===== config.mk =====
export PLATFORM = sky130hd
export DESIGN_NAME = pipelined_adder_n
export DESIGN_NICKNAME = d
export VERILOG_FILES = /design/src/rtl/pipelined_adder_n.sv
export SDC_FILE = /design/constraint.sdc
export NUM_CORES = 2
export LEC_CHECK = 0
export ABC_AREA = 1
export CORE_ASPECT_RATIO = 1.4
export CORE_MARGIN = 1.5
export CORE_UTILIZATION = 58
export CTS_BUF_LIST = sky130_fd_sc_hd__clkbuf_16
export CTS_CLUSTER_SIZE = 16
export DETAILED_ROUTE_END_ITERATION = 8
export PLACE_DENSITY = 0.83
export SETUP_SLACK_MARGIN = 0.3
export SLEW_MARGIN = 20
export SYNTH_ARGS = -nofsm -noshare
export SYNTH_HDL_FRONTEND = slang
export SYNTH_SLANG_ARGS = --single-unit

===== constraint.sdc =====
create_clock -name clk -period 2.8 [get_ports clk]
set_input_delay 0.84 -clock clk [delete_from_list [all_inputs] [get_ports clk]]
set_output_delay 0.84 -clock clk [all_outputs]
set_load 0.01 [all_outputs]

===== src/rtl/pipelined_adder_n.sv =====
// Pipelined WIDTH-bit adder/subtractor: one CHUNK-wide ripple slice per stage, NSTG cycles latency.
// Whole pipeline advances only when the output slot is empty or being drained (in_ready = adv).
module pipelined_adder_n #(
  parameter int WIDTH = 128,
  parameter int CHUNK = 32
) (
  input  logic             clk,
  input  logic             rst_n,
  input  logic             in_valid,
  output logic             in_ready,
  input  logic [WIDTH-1:0] a,
  input  logic [WIDTH-1:0] b,
  input  logic             cin,
  input  logic             sub,
  output logic             out_valid,
  input  logic             out_ready,
  output logic [WIDTH-1:0] sum,
  output logic             cout,
  output logic             ovf
);
  localparam int NSTG = WIDTH / CHUNK;

  logic             vld_q [NSTG];
  logic [WIDTH-1:0] a_q   [NSTG];
  logic [WIDTH-1:0] b_q   [NSTG];
  logic [WIDTH-1:0] s_q   [NSTG];
  logic             c_q   [NSTG];
  logic             ovf_q;

  logic             v_src [NSTG];
  logic [WIDTH-1:0] a_src [NSTG];
  logic [WIDTH-1:0] b_src [NSTG];
  logic [WIDTH-1:0] s_src [NSTG];
  logic             c_src [NSTG];
  logic [WIDTH-1:0] s_nx  [NSTG];
  logic             c_nx  [NSTG];
  logic [CHUNK:0]   part  [NSTG];
  logic             ovf_nx;
  logic             adv;

  assign adv      = !vld_q[NSTG-1] || out_ready;
  assign in_ready = adv;

  always_comb begin
    // Stage 0 sees the ports; subtraction is folded in as A + ~B + 1.
    v_src[0] = in_valid;
    a_src[0] = a;
    b_src[0] = sub ? ~b : b;
    c_src[0] = sub | cin;
    s_src[0] = '0;
    for (int k = 1; k < NSTG; k++) begin
      v_src[k] = vld_q[k-1];
      a_src[k] = a_q[k-1];
      b_src[k] = b_q[k-1];
      s_src[k] = s_q[k-1];
      c_src[k] = c_q[k-1];
    end
    for (int k = 0; k < NSTG; k++) begin
      part[k] = {1'b0, a_src[k][k*CHUNK +: CHUNK]}
              + {1'b0, b_src[k][k*CHUNK +: CHUNK]}
              + {{CHUNK{1'b0}}, c_src[k]};
      s_nx[k] = s_src[k];
      s_nx[k][k*CHUNK +: CHUNK] = part[k][CHUNK-1:0];
      c_nx[k] = part[k][CHUNK];
    end
    // Equivalent to carry-into-MSB XOR carry-out-of-MSB.
    ovf_nx = (a_src[NSTG-1][WIDTH-1] == b_src[NSTG-1][WIDTH-1]) &&
             (s_nx[NSTG-1][WIDTH-1] != a_src[NSTG-1][WIDTH-1]);
  end

  always_ff @(posedge clk or negedge rst_n) begin
    if (!rst_n) begin
      for (int k = 0; k < NSTG; k++) begin
        vld_q[k] <= 1'b0;
        a_q[k]   <= '0;
        b_q[k]   <= '0;
        s_q[k]   <= '0;
        c_q[k]   <= 1'b0;
      end
      ovf_q <= 1'b0;
    end else if (adv) begin
      for (int k = 0; k < NSTG; k++) begin
        vld_q[k] <= v_src[k];
        a_q[k]   <= a_src[k];
        b_q[k]   <= b_src[k];
        s_q[k]   <= s_nx[k];
        c_q[k]   <= c_nx[k];
      end
      ovf_q <= ovf_nx;
    end
  end

  assign out_valid = vld_q[NSTG-1];
  assign sum       = s_q[NSTG-1];
  assign cout      = c_q[NSTG-1];
  assign ovf       = ovf_q;

endmodule


==> reports/results.tsv <==
stage	metric	value	unit
placed_design	global placer's final weighted congestion	0.987	
synthesis	flop and latch count out of synthesis	713	
timing	unrepaired setup endpoints after global routing	no	
synthesis	Syn. warnings	0	
critical_path	worst endpoint data arrival time	1630	ps
route	Total Routed Length	101	mm
cells_and_area	area of the multi-input gates	16300	um2
job	number of maximum-capacitance constraint violations	0	
critical_path	CP max-delay cell	sky130_fd_sc_hd__clkdlybuf4s50_1	
grt	maximum number of pins on one net before global-route repair	80	
critical_path	delay of the slowest critical-path stage	580	ps
route	DRC Markers	0	
timing	worst slew slack as a fraction of its limit	0.626	
critical_path	critical path fanouts, max	2	
timing	post-route fraction of the period consumed by the critical path	0.883	
placed_design	placed cells	6206	
cells_and_area	final cell count without fillers	6340	
timing	maximum operating frequency	404	MHz
cells_and_area	share of final-layout standard cells stronger than drive strength 1	0.0635	
grt	global-route wire length before repair	163	mm
placed_design	number of port buffers	393	
floorplanning	floorplan core area	63400	um2
cells_and_area	post-layout instance area	45400	um2
timing	final setup vio count	0	
timing	worst clock skew on the final layout	18.9	ps
synthesis	top area cells in the synthesized netlist	sky130_fd_sc_hd__dfrtp_1, sky130_fd_sc_hd__nand2_1, sky130_fd_sc_hd__inv_1	
critical_path	crit-path cells	clkdlybuf4s50_1	
critical_path	family of cells with the greatest summed delay on the critical path	buffers and inverters	
grt	vias in the first global route	32500	
cells_and_area	synth-to-layout area growth	21.6	%
floorplanning	row cnt	109	
synthesis	Synthesized Nets	5400	
cts	H-tree lvl count	3	
synthesis	post-synthesis area per instance	7.46	um2
synthesis	count of different cell masters after synthesis	35	
placed_design	post-placement cell area	43000	um2
route	overall via count from detail_route	32600	
critical_path	critical path buffer and inverter count	1	
synthesis	area share of the largest cell type after synthesis	0.478	
cts	clock latency of the later-clocked register in the worst-skew pair	620	ps
synthesis	cell type with the highest aggregate area in the netlist	sky130_fd_sc_hd__dfrtp_1	
route	DRT Pass-1 Iters	5	
synthesis	number of synthesized flops with an enable pin	0	
critical_path	type of the worst setup path	reg -> out	
cts	clock-pin slew reported for the worst setup and hold paths after clock tree synthesis	60	ps
cells_and_area	number of nets in the finished design	5849	
synthesis	number of instances in the synthesized netlist	5006	
synthesis	part of the Yosys area used for sequential elements	0.478	
timing	Worst Max-Slew Pin Slew	561	ps
grt	sum of overflow across all layers after global routing	0	
cts	number of clock sinks	713	
route	antenna-violating nets left	0	
critical_path	Crit. End Element	output pin	
synthesis	Primary FF master, synth	sky130_fd_sc_hd__dfrtp_1	
grt	combined global-route utilization of all metal layers	0.310	
floorplanning	Initial Utilization	0.588	
cells_and_area	n_diodes	0	
synthesis	library cell with the highest instance count after synthesis	sky130_fd_sc_hd__nand2_1	
synthesis	commonest cells in the netlist	sky130_fd_sc_hd__nand2_1, sky130_fd_sc_hd__dfrtp_1, sky130_fd_sc_hd__inv_1, sky130_fd_sc_hd__o21ai_0, sky130_fd_sc_hd__nand3_1	
synthesis	ys async rst share	1.00	
cts	number of CTS-inserted buffers	70	
status	status	completed	
synthesis	mapped cell area	37300	um2
cts	root buf cell	sky130_fd_sc_hd__clkbuf_16	
floorplanning	Die Height	303	um
pwr	worst voltage drop across the vdd grid	680	uV
route	post-detailed-route via-to-cell ratio	5.14	
floorplanning	overall die width	217	um
timing	worst-case hold slack	158	ps
worst_hold_path	worst hold path class	in -> async	
timing	min Tclk post-route	2470	ps
floorplanning	area enclosed by the die boundary	65900	um2
timing	number of hold-slack violations in the final timing report	0	
cts	TritonCTS clock tree	built	
cells_and_area	Reg area	17800	um2
route	1st-iter DRT viols	2712	
pwr	leakage power of the design	24.1	nW
placed_design	Detail Placement HPWL	75.6	mm
route	routed len/inst	16.0	um
pwr	P per Cell Area	1130	nW/um2
cts	maximum buffer depth of the clock tree	3	
floorplanning	I/O pins	394	
timing	final number of max-transition violations	0	
cells_and_area	fillcell total	5010	
critical_path	data required time of the critical path	1960	ps
grt	antenna violations before repair	6	
critical_path	element type at the critical path start	register	
stage by stage:
stage	setup TNS, ps	total power (W)	worst slack (ps)	utilization
6_report	0	0.0511	327	0.716
2_1_floorplan	-171	0.0324	-74.9	-
5_1_grt	0	0.0551	281	0.716
3_3_place_gp	-4400	0.0408	-256	0.678
3_5_place_dp	-4860	0.0415	-280	0.678
4_1_cts	0	0.0510	289	0.714
cells in the final DEF (no fill, tap or decap), types with 15 or more instances in the layout:
cell type and n:
sky130_fd_sc_hd__inv_1 638, sky130_fd_sc_hd__nand3_1 168, sky130_fd_sc_hd__nand2_1 2251, sky130_fd_sc_hd__dfrtp_1 712, sky130_fd_sc_hd__buf_12 35, sky130_fd_sc_hd__clkbuf_16 71, sky130_fd_sc_hd__xor2_1 45, sky130_fd_sc_hd__a21oi_1 104
sky130_fd_sc_hd__nor2_2 21, sky130_fd_sc_hd__xnor2_1 101, sky130_fd_sc_hd__clkdlybuf4s50_1 387, sky130_fd_sc_hd__nor2_1 148, sky130_fd_sc_hd__o21ai_1 77, sky130_fd_sc_hd__nor3_1 33, sky130_fd_sc_hd__nand2_2 30, sky130_fd_sc_hd__ha_1 124
sky130_fd_sc_hd__clkinv_1 15, sky130_fd_sc_hd__nand4_1 23, sky130_fd_sc_hd__o21ai_0 289, sky130_fd_sc_hd__buf_4 122
flip-flops by register name (all words and copies together) (netlist names):
signal,count
a_q,192
b_q,192
s_nx,192
sum,128
c_q,3
v_src,3
cout,1
out_valid,1
ovf,1
cell families (layout without fill, tap and decap cells):
| logic type | count (synthesis) | after routing | share of synthesized area |
|---|---|---|---|
| DFF | 713 | 713 | 0.478 |
| adders and majority gates | 132 | 132 | 0.0459 |
| AOI/OAI and AO/OA | 486 | 486 | 0.0659 |
| xor gates and xnor gates | 147 | 147 | 0.0345 |
| buffers and inverters | 807 | 1309 | 0.0872 |
| and+or+nand+nor | 2721 | 2721 | 0.288 |
worst paths after layout:
check / from / end / slack [ps] / depth (start not counted)
max: sum[94]$_DFFE_PN0P_ / sum[94] / 330 / 1
min: rst_n / a_q[485]$_DFFE_PN0P_ / 160 / 1
max reg2reg: c_q[1]$_DFFE_PN0P_ / sum[120]$_DFFE_PN0P_ / 430 / 13
min reg2reg: b_q[484]$_DFFE_PN0P_ / b_q[356]$_DFFE_PN0P_ / 460 / 2
max in group asynchronous: rst_n / sum[38]$_DFFE_PN0P_ / 1760 / 3
min in group clk: b_q[484]$_DFFE_PN0P_ / b_q[356]$_DFFE_PN0P_ / 460 / 2
routing by layer:
layer / track usage / wire [um]
met2: 0.545 / 50500
met3: 0.0438 / 5280
met4: 0.117 / 3510
met1: 0.387 / 41800
met5: 0 / 78
area by class of cell:
class | count | area share
Multi-Input combinational cell | 3486 | 0.360
Timing Repair Buffer | 549 | 0.122
Tap cell | 832 | 0.0229
Clock buffer | 71 | 0.0392
Sequential cell | 713 | 0.393
Clock inverter | 54 | 0.00940
Inverter | 635 | 0.0529
report_power, final:
part           internal, W  switching, W  total, W
registers           0.0149       0.00276    0.0177
clock network      0.00505       0.00412   0.00917
logic              0.00911        0.0151    0.0243
what timing repair did:
item / 4_1_cts / 5_1_grt
endpoints found under the setup margin: 18 / 38
hold endpoints to repair: 0 / 0
gates resized for setup: 8 / 19
pin swaps: 2 / 9
hold buffers: 0 / 0
buffers inserted: 3 / 6
Power figures use the tool's default switching activity.
